$ cat src/rtl/rv_pkg.sv
// Shared types and defaults for the valid/ready register-slice blocks.
package rv_pkg;

  localparam int RV_DW_DEFAULT = 32;
  localparam int RV_CW_DEFAULT = 32;

  typedef enum logic [1:0] {
    EMPTY = 2'b00,
    BUSY  = 2'b01,
    FULL  = 2'b10
  } rv_skid_state_t;

endpackage

$ cat src/rtl/rv_skid_buffer_if.sv
// Valid/ready stream pair seen by rv_skid_buffer: producer side (in_*) and consumer side (out_*).
interface rv_skid_buffer_if
  import rv_pkg::*;
#(
  parameter int DW = RV_DW_DEFAULT
) ();

  logic          in_valid;
  logic          in_ready;
  logic [DW-1:0] in_data;
  logic          out_valid;
  logic          out_ready;
  logic [DW-1:0] out_data;

  // Environment view: drives the producer payload and the consumer ready.
  modport master (
    output in_valid, in_data, out_ready,
    input  in_ready, out_valid, out_data
  );

  // Buffer view.
  modport slave (
    input  in_valid, in_data, out_ready,
    output in_ready, out_valid, out_data
  );

endinterface

$ cat src/rtl/rv_stat_counter.sv
// Wrapping event counter with synchronous clear; clear wins over increment.
module rv_stat_counter #(
  parameter int CW = 32
) (
  input  logic          clk,
  input  logic          rst_n,
  input  logic          clr,
  input  logic          inc,
  output logic [CW-1:0] count
);

  logic [CW-1:0] count_q;
  logic [CW-1:0] count_d;

  always_comb begin
    count_d = count_q;
    if (clr) begin
      count_d = '0;
    end else if (inc) begin
      count_d = count_q + 1'b1;
    end
  end

  always_ff @(posedge clk) begin
    if (!rst_n) begin
      count_q <= '0;
    end else begin
      count_q <= count_d;
    end
  end

  assign count = count_q;

endmodule

$ cat src/rtl/rv_skid_buffer.sv
// Two-entry skid buffer registering both out_valid/out_data and in_ready.
// Optional statistics counters are built when RV_SKID_STATS_EN is defined.
module rv_skid_buffer
  import rv_pkg::*;
#(
  parameter int DW = RV_DW_DEFAULT,
  parameter int CW = RV_CW_DEFAULT
) (
  input  logic               clk,
  input  logic               rst_n,
  rv_skid_buffer_if.slave    bus
`ifdef RV_SKID_STATS_EN
  ,
  input  logic               stat_clr,
  output logic [CW-1:0]      stat_xfer_cnt,
  output logic [CW-1:0]      stat_stall_cnt
`endif
);

  rv_skid_state_t state_q, state_d;
  logic [DW-1:0]  main_q, main_d;
  logic [DW-1:0]  skid_q, skid_d;
  logic           in_ready_q, in_ready_d;
  logic           out_valid_q, out_valid_d;
  logic           push;
  logic           pop;

  assign push = bus.in_valid & in_ready_q;
  assign pop  = out_valid_q & bus.out_ready;

  // NOTE: every always_comb output gets a default first so no path can infer a latch.
  always_comb begin
    state_d = state_q;
    main_d  = main_q;
    skid_d  = skid_q;
    case (state_q)
      EMPTY: begin
        if (push) begin
          main_d  = bus.in_data;
          state_d = BUSY;
        end
      end
      BUSY: begin
        if (push && pop) begin
          main_d = bus.in_data;
        end else if (push) begin
          skid_d  = bus.in_data;
          state_d = FULL;
        end else if (pop) begin
          state_d = EMPTY;
        end
      end
      FULL: begin
        if (pop) begin
          main_d  = skid_q;
          state_d = BUSY;
        end
      end
      default: state_d = EMPTY;
    endcase
    // Handshake outputs are decoded from the next state so they can leave straight from flops.
    in_ready_d  = (state_d != FULL);
    out_valid_d = (state_d != EMPTY);
  end

  // NOTE: sequential state uses non-blocking assignments; the data registers are reset
  // too because out_data must read zero after reset.
  always_ff @(posedge clk) begin
    if (!rst_n) begin
      state_q     <= EMPTY;
      main_q      <= '0;
      skid_q      <= '0;
      in_ready_q  <= 1'b1;
      out_valid_q <= 1'b0;
    end else begin
      state_q     <= state_d;
      main_q      <= main_d;
      skid_q      <= skid_d;
      in_ready_q  <= in_ready_d;
      out_valid_q <= out_valid_d;
    end
  end

  assign bus.in_ready  = in_ready_q;
  assign bus.out_valid = out_valid_q;
  assign bus.out_data  = main_q;

`ifdef RV_SKID_STATS_EN
  rv_stat_counter #(.CW(CW)) u_xfer_cnt (
    .clk   (clk),
    .rst_n (rst_n),
    .clr   (stat_clr),
    .inc   (pop),
    .count (stat_xfer_cnt)
  );

  rv_stat_counter #(.CW(CW)) u_stall_cnt (
    .clk   (clk),
    .rst_n (rst_n),
    .clr   (stat_clr),
    .inc   (out_valid_q & ~bus.out_ready),
    .count (stat_stall_cnt)
  );
`endif

endmodule
$ cat src/flat_wrapper.sv
// flat-port wrapper written by rule: the top's interface ports become plain ports
module rv_skid_buffer_flat import rv_pkg::*;
#(
  parameter int DW = RV_DW_DEFAULT,
  parameter int CW = RV_CW_DEFAULT
)
  (clk, rst_n, bus_in_valid, bus_in_data, bus_out_ready, bus_in_ready, bus_out_valid, bus_out_data);
  rv_skid_buffer_if #(.DW(DW)) bus_i ();
  input  logic clk;
  input  logic rst_n;
  input wire logic [$bits(bus_i.in_valid)-1:0] bus_in_valid;
  input wire logic [$bits(bus_i.in_data)-1:0] bus_in_data;
  input wire logic [$bits(bus_i.out_ready)-1:0] bus_out_ready;
  output wire logic [$bits(bus_i.in_ready)-1:0] bus_in_ready;
  output wire logic [$bits(bus_i.out_valid)-1:0] bus_out_valid;
  output wire logic [$bits(bus_i.out_data)-1:0] bus_out_data;
  assign bus_i.in_valid = bus_in_valid;
  assign bus_i.in_data = bus_in_data;
  assign bus_i.out_ready = bus_out_ready;
  assign bus_in_ready = bus_i.in_ready;
  assign bus_out_valid = bus_i.out_valid;
  assign bus_out_data = bus_i.out_data;
  rv_skid_buffer #(.DW(DW), .CW(CW)) u_core (.clk(clk), .rst_n(rst_n), .bus(bus_i));
endmodule
$ cat config.mk
export PLATFORM = sky130hd
export DESIGN_NAME = rv_skid_buffer_flat
export DESIGN_NICKNAME = d
export VERILOG_FILES = /design/src/rtl/rv_pkg.sv /design/src/rtl/rv_skid_buffer_if.sv /design/src/rtl/rv_stat_counter.sv /design/src/rtl/rv_skid_buffer.sv /design/src/flat_wrapper.sv
export SDC_FILE = /design/constraint.sdc
export NUM_CORES = 1
export LEC_CHECK = 0
export CORE_MARGIN = 2
export CORE_UTILIZATION = 50
export DETAILED_ROUTE_END_ITERATION = 6
export MAX_ROUTING_LAYER = met4
export PLACE_DENSITY = 0.85
export SLEW_MARGIN = 20
export SYNTH_ARGS = -nofsm -noshare
export SYNTH_HDL_FRONTEND = slang
export SYNTH_SLANG_ARGS = --single-unit
$ cat constraint.sdc
create_clock -name clk -period 1.85 [get_ports clk]
set_input_delay 0.185 -clock clk [delete_from_list [all_inputs] [get_ports clk]]
set_output_delay 0.185 -clock clk [all_outputs]
set_load 0.02 [all_outputs]
==> results of run 1 <==
tightest hold or removal path: cells and delay by family:
| kind | cells | cell delay (ns) |
|---|---|---|
| buf+inv | 1 | 0.42 |
| compound gates | 1 | 0.05 |
| simple gates | 1 | 0.07 |
final cells by class:
type / instances / area [µm²]
Timing Repair Buffer: 88 / 896
Tap cell: 75 / 93.8
Sequential cell: 68 / 1360
Inverter: 2 / 7.51
Multi-Input combinational cell: 212 / 1500
Clock inverter: 2 / 35.0
Fill cell: 459 / 1850
Clock buffer: 14 / 143
metal layers:
metal	vias up	global-route usage (%)
met5	-	-
met3	22	6.37
li1	1376	-
met2	130	44.8
met4	0	9.83
met1	1385	31.7
cell families after synthesis:
| kind of cell | count (synthesis) | synth area share [%] |
|---|---|---|
| AO/OA/AOI/OAI | 136 | 30.0 |
| flip-flops | 68 | 44.7 |
| AND/OR/NAND/NOR | 43 | 7.81 |
| buffers and inverters | 43 | 6.66 |
| multiplexers | 33 | 10.9 |
cells in the final DEF, fill, tap and decap left out:
| cell type | Yosys | final |
|---|---|---|
| clkdlybuf4s50_1 | 0 | 69 |
| dfxtp_1 | 68 | 68 |
| o21ai_0 | 34 | 34 |
| mux2i_1 | 33 | 33 |
| nand3_1 | 33 | 33 |
| a21oi_1 | 33 | 33 |
| a211oi_1 | 31 | 31 |
| a2111oi_0 | 31 | 29 |
| buf_4 | 0 | 14 |
| clkbuf_8 | 0 | 9 |
| clkbuf_1 | 28 | 5 |
| buf_12 | 0 | 5 |
| a2111oi_1 | 1 | 3 |
| nand2_1 | 2 | 2 |
| and2_1 | 1 | 1 |
| and3b_2 | 0 | 1 |
| and4b_1 | 1 | 1 |
| and4bb_2 | 1 | 1 |
| a211o_4 | 1 | 1 |
| or2b_2 | 0 | 1 |
| inv_2 | 0 | 1 |
| a211oi_2 | 1 | 1 |
| a21boi_4 | 0 | 1 |
| nand3b_1 | 1 | 1 |
| a21bo_2 | 1 | 1 |
| o31ai_1 | 1 | 1 |
| inv_1 | 2 | 1 |
| and3_1 | 1 | 1 |
| nand2b_1 | 1 | 1 |
| o21a_1 | 1 | 1 |
| bufinv_16 | 0 | 1 |
| clkinv_2 | 0 | 1 |
state kept, by name, indices dropped and copies added (netlist names):
| signal | count |
|---|---|
| u_core.bus.in_ready | 1 |
| u_core.bus.out_data | 32 |
| u_core.state_q | 2 |
| u_core.bus.out_valid | 1 |
| u_core.skid_q | 32 |
worst paths after layout:
path                                        start                      to  slack (ns)  cells after the start
worst max-delay path            u_core.state_q[0]  u_core.bus.out_data[0]        0.06                      4
worst max register to register  u_core.state_q[0]  u_core.bus.out_data[0]        0.06                      4
worst min-delay path               bus_in_data[5]        u_core.skid_q[5]        0.43                      3
worst min register to register  u_core.skid_q[20]       u_core.skid_q[20]        0.48                      2
where the power goes:
part           leakage, nW  switching (mW)  internal [mW]
Combinational        0.911           0.715          0.581
Sequential           0.558           0.119           1.65
Clock               0.0887           0.528          0.624
==> summary.md, run 1 <==
| Metric | Value |
|---|---|
| Status | `finished clean` |
| Ant diodes | `0` |
| Post-route setup slack | `0.0626 ns` |
| Routed Antenna Nets | `0` |
| Synth warn | `0` |
| Crit end category | `flip-flop` |
| Cts bufs inserted | `9` |
| Final design utilization | `68.5%` |
| Final std cells w/o fill | `between 400 and 500` |
| GRT Total Usage | `between 20% and 30%` |
| Largest net degree at the start of global routing | `66` |
| Period utilization | `96.6%` |
| FP Rows | `28` |
| Layout cell share with drive strength beyond 1 | `9.84%` |
| Cell Area, Placed | `3850 µm²` |
| Actual slew at the worst max-slew pin | `0.589 ns` |
| Synth cell count leaders | `dfxtp_1 (68), o21ai_0 (34), a21oi_1 (33), mux2i_1 (33), nand3_1 (33)` |
| Static Leakage | `1.56 nW` |
| Clock root cell | `clkbuf_8` |
| Data required, critical path | `2.05 ns` |
| Via density per instance | `roughly 6.3` |
| CTS sink cnt | `68` |
| Post-synthesis sequential area ratio | `44.7%` |
| Yosys reg bits | `68` |
| Post-route DRC | `0` |
| Iteration count of the initial detailed-routing pass | `4` |
| Leading area contributor after synthesis | `dfxtp_1` |
| Dpl cells | `roughly 450` |
| CP Launch Type | `flip-flop` |
| Endpoints failing setup | `0` |
| Routed wire per std cell | `around 18 µm` |
| Crit Path Category | `reg2reg` |
| CTS tree | `yes` |
| Vias | `2,913` |
| Fin crit period | `~1.8 ns` |
| CTS H-tree lvls | `3` |
| # hold bufs at CTS | `0` |
| HPWL Detailed | `between 5 and 6 mm` |
| Initial DRC Count | `275` |
| Met2 wire length | `4.19 mm` |
| Fin Setup TNS | `0 ns` |
| Die Area | `roughly 6700 µm²` |
| Placer Congestion | `0.819` |
| Most frequent cell after synthesis | `dfxtp_1` |
| Uppermost routed layer | `met4` |
| Post-cts sizing count | `0` |
| Die Wd | `82.0 µm` |
| Largest stage delay on the critical path | `~0.47 ns` |
| Most used DFF post-synth | `dfxtp_1` |
| Power Density | `approximately 1000 nW/µm²` |
| Number of synthesized flops with an enable pin | `0` |
| Final hold slack | `0.430 ns` |
| Buffers added on ports | `69` |
| Unrepaired setup endpoints after global routing | `no` |
| Post-route cell area | `between 4000 and 5000 µm²` |
| Crit path arrival time | `roughly 2.0 ns` |
| Async set-reset flop share out of synthesis | `0%` |
| Post-CTS Setup Bufs | `0` |
| FMAX | `between 0.5 and 0.6 GHz` |
| Initial antenna violation count | `0` |
| Dpl ws | `-0.0464 ns` |
| WP buf/inv | `1` |
| Die Span Y | `82.0 µm` |
| # nets final | `about 420` |
| # Max-Cap Violations | `0` |
| Worst-path cell chain | `and4bb_2 -> buf_4 -> a2111oi_0 -> a211oi_1` |
| Max-slew violation count | `0` |
| Area growth, synth to finish | `32.5%` |
| Number of global-route vias before repair | `roughly 2,800` |
| Slowest cell on crit path | `a2111oi_0` |
| Core Region | `approximately 6000 µm²` |
| Setup Skew | `0.00645 ns` |
| Top delay family on crit path | `compound AO/OA/AOI/OAI gates` |
| Yosys top cell area share | `between 40% and 50%` |
| Worst rel slew slack | `about three fifths` |
| First-pass GRT wire length | `13.4 mm` |
| Final Hold Fails | `0` |
| Met1 WL | `~3.5 mm` |
| Final Power | `approximately 4.2 mW` |
| Peak supply drop | `0.000674 V` |
| Worst Hold Class | `in2reg` |
| Yosys cell types | `27` |
| Buffer depth of the longest clock path | `2` |
| Syn Nets | `359` |
| DR WL met3 | `534 µm` |
| Mapped Area | `3040 µm²` |
| Critical path fanouts, max | `16` |
| Syn Inst Count | `323` |
| Worst skew pair latency | `between 0.3 and 0.4 ns` |
| Io pins | `70` |
| Remaining Overflow, GRT | `0` |
| Synth area leaders | `dfxtp_1 (45%), mux2i_1 (11%), a2111oi_0 (8.9%)` |
| Avg Cell Area, Syn | `9.42 µm²` |
| WL final | `8.37 mm` |
| Starting Density | `51.7%` |
| Clk pin slew, worst setup/hold paths | `0.07 ns` |
No activity file was read; power rests on OpenSTA's default activity.
==> run 2: changes to the inputs <==
--- a/config.mk
+++ b/config.mk
@@ -5,11 +5,11 @@
 export SDC_FILE = /design/constraint.sdc
 export NUM_CORES = 1
 export LEC_CHECK = 0
-export CORE_MARGIN = 2
-export CORE_UTILIZATION = 50
+export CORE_MARGIN = 1.5
+export CORE_UTILIZATION = 35
 export DETAILED_ROUTE_END_ITERATION = 6
 export MAX_ROUTING_LAYER = met4
-export PLACE_DENSITY = 0.85
+export PLACE_DENSITY = 0.64
 export SLEW_MARGIN = 20
 export SYNTH_ARGS = -nofsm -noshare
 export SYNTH_HDL_FRONTEND = slang
==> run 2 against run 1 <==
Against the previous run: via count down 2.2%; cell count is 7.2% higher; utilization down 18 points; wire length grew 4.3%; hold slack better by 0.014 ns; critical endpoint is now u_core.bus.out_data[13]; highest routed layer unchanged.
==> summary.md, run 2 (synthesis results as in run 1) <==
| Metric | Value |
|---|---|
| Max-slew violation count | `0 (unchanged)` |
| Fin Setup TNS | `0 ns (unchanged)` |
| Register-to-register path setup slack | `0.21 ns (+0.14 ns)` |
| Static Leakage | `1.62 nW (+3.9%)` |
| Unrepaired setup endpoints after global routing | `no` |
| WL final | `8.73 mm (+4.3%)` |
| Dpl cells | `478 (+7.4%)` |
| Gate power share | `28.8% (-2.0 points)` |
| FMAX | `0.609 GHz (+8.8%)` |
| Routed Antenna Nets | `0 (unchanged)` |
| Via density per instance | `5.77 (-8.7%)` |
| Post-cts sizing count | `0 (unchanged)` |
| Cell Int Power | `3.17 mW (+11%)` |
| Number of global-route vias before repair | `2,662 (-5.6%)` |
| Status | `finished clean` |
| Final hold slack | `0.444 ns (+0.0139 ns)` |
| Ant diodes | `0 (unchanged)` |
| Power share of the clock group | `32.8% (+5.5 points)` |
| Post-route cell area | `4170 µm² (+3.5%)` |
| Fin crit period | `1.64 ns (-0.145 ns)` |
| Layout cell share with drive strength beyond 1 | `11.8% (+2.0 points)` |
| Commonest non-fill, non-tap cell in the layout | `clkdlybuf4s50_1` |
| Final Hold Fails | `0 (unchanged)` |
| Vias | `2,850 (-2.2%)` |
| Cell Area, Placed | `3930 µm² (+1.9%)` |
| CTS tree | `yes` |
| NetSw | `1.40 mW (+2.9%)` |
| CP Launch Type | `flip-flop` |
| Actual slew at the worst max-slew pin | `0.614 ns (+0.0256 ns)` |
| Post-CTS Setup Bufs | `0 (unchanged)` |
| CTS sink cnt | `68 (unchanged)` |
| Sw frac | `30.7% (-1.7 points)` |
| Period utilization | `88.8% (-7.8 points)` |
| Setup Skew | `0.00907 ns (+0.00262 ns)` |
| Starting Density | `36.5% (-15 points)` |
| Area growth, synth to finish | `37.1%` |
| Cts bufs inserted | `9 (unchanged)` |
| Initial DRC Count | `217 (-21%)` |
| Die Wd | `96.3 µm (+17%)` |
| Buffers added on ports | `69 (unchanged)` |
| Io pins | `70 (unchanged)` |
| Clock root cell | `clkbuf_8` |
| Crit end category | `flip-flop` |
| Worst Hold Class | `in2reg` |
| Buffer depth of the longest clock path | `2 (unchanged)` |
| Fill cells | `779 (+70%)` |
| Power Density | `1090 nW/µm² (+4.8%)` |
| Most frequent cells in the layout | `clkdlybuf4s50_1 (69), dfxtp_1 (68), o21ai_0 (34)` |
| Iteration count of the initial detailed-routing pass | `4 (unchanged)` |
| Critical path fanouts, max | `33 (+17)` |
| Largest net degree at the start of global routing | `35 (-47%)` |
| Initial antenna violation count | `0 (unchanged)` |
| # hold bufs at CTS | `0 (unchanged)` |
| Register share of total power | `38.4% (-3.5 points)` |
| Crit Path Category | `reg2reg` |
| GRT Total Usage | `20.3% (-6.6 points)` |
| Die Span Y | `96.3 µm (+17%)` |
| Post-route DRC | `0 (unchanged)` |
| FP Rows | `33 (+18%)` |
| Remaining Overflow, GRT | `0 (unchanged)` |
| Worst skew pair latency | `0.33 ns (about the same)` |
| Routed wire per std cell | `17.7 µm (-2.7%)` |
| Die Area | `9270 µm² (+38%)` |
| Core Region | `8340 µm² (+42%)` |
| CTS H-tree lvls | `3 (unchanged)` |
| Endpoints failing setup | `0 (unchanged)` |
| Final std cells w/o fill | `494 (+7.2%)` |
| Worst rel slew slack | `59.0% (-1.7 points)` |
| # Max-Cap Violations | `0 (unchanged)` |
| Placer Congestion | `0.774 (-5.5%)` |
| First-pass GRT wire length | `13.8 mm (+2.9%)` |
| Crit path arrival time | `1.89 ns (-0.09 ns)` |
| Peak supply drop | `0.000407 V (-40%)` |
| Data required, critical path | `2.09 ns (+0.04 ns)` |
| HPWL Detailed | `5.48 mm (+5.2%)` |
| Clk pin slew, worst setup/hold paths | `0.08 ns (about the same)` |
| # nets final | `420 (+0.72%)` |
## run 2: per-layer routing
metal	wire [µm]	vias up	GRT usage (%)
met5	0	-	-
met4	104	0	8.46
met1	4070	1383	28.0
met3	522	8	2.53
met2	4030	89	29.7
li1	-	1370	-
## run 2: final timing paths
kind | depth (start not counted) | from | to
worst max-delay path | 3 | u_core.state_q[1] | u_core.bus.out_data[13]
worst min register to register | 2 | u_core.skid_q[21] | u_core.skid_q[21]
worst min-delay path | 3 | bus_in_data[30] | u_core.skid_q[30]
worst max register to register | 3 | u_core.state_q[1] | u_core.bus.out_data[13]
## run 2: cell type report
cell class	instances	area [µm²]	share of cell area, %
clock inverters	6	111	2.67
multi-input cells	212	1490	35.8
clock buffers	10	138	3.30
inverters	2	7.51	0.180
repair buffers	91	931	22.3
flip-flops and latches	68	1360	32.6
well taps	105	131	3.15
## run 2: power groups by stage
stage | sequential (mW) | clock, mW | combinational (mW)
2_1_floorplan | 1.91 | 0 | 0.604
3_3_place_gp | 1.79 | 0 | 1.30
3_5_place_dp | 1.78 | 0 | 1.32
4_1_cts | 1.75 | 1.52 | 1.32
5_1_grt | 1.78 | 1.58 | 1.42
6_report | 1.76 | 1.50 | 1.31
## run 2: critical path: stages (launching register included)
cell and delay, ns:
dfxtp_1 0.42, and3b_2 0.30, a211o_4 0.53, a211oi_1 0.29
## run 2: stage by stage
stage          power [mW]  utilization [%]  setup slack [ns]
2_1_floorplan        2.52                -             0.315
3_3_place_gp         3.09             47.1            0.0506
3_5_place_dp         3.10             47.1            0.0153
4_1_cts              4.60             50.0             0.192
5_1_grt              4.78             50.0            0.0262
6_report             4.57             50.0             0.207
==> run 3: changes to the inputs <==
--- a/config.mk
+++ b/config.mk
@@ -5,6 +5,7 @@
 export SDC_FILE = /design/constraint.sdc
 export NUM_CORES = 1
 export LEC_CHECK = 0
+export CAP_MARGIN = 20
 export CORE_MARGIN = 1.5
 export CORE_UTILIZATION = 35
 export DETAILED_ROUTE_END_ITERATION = 6
==> results of run 3 <==
Final layout, timing and power as in run 2 (identical DEF).
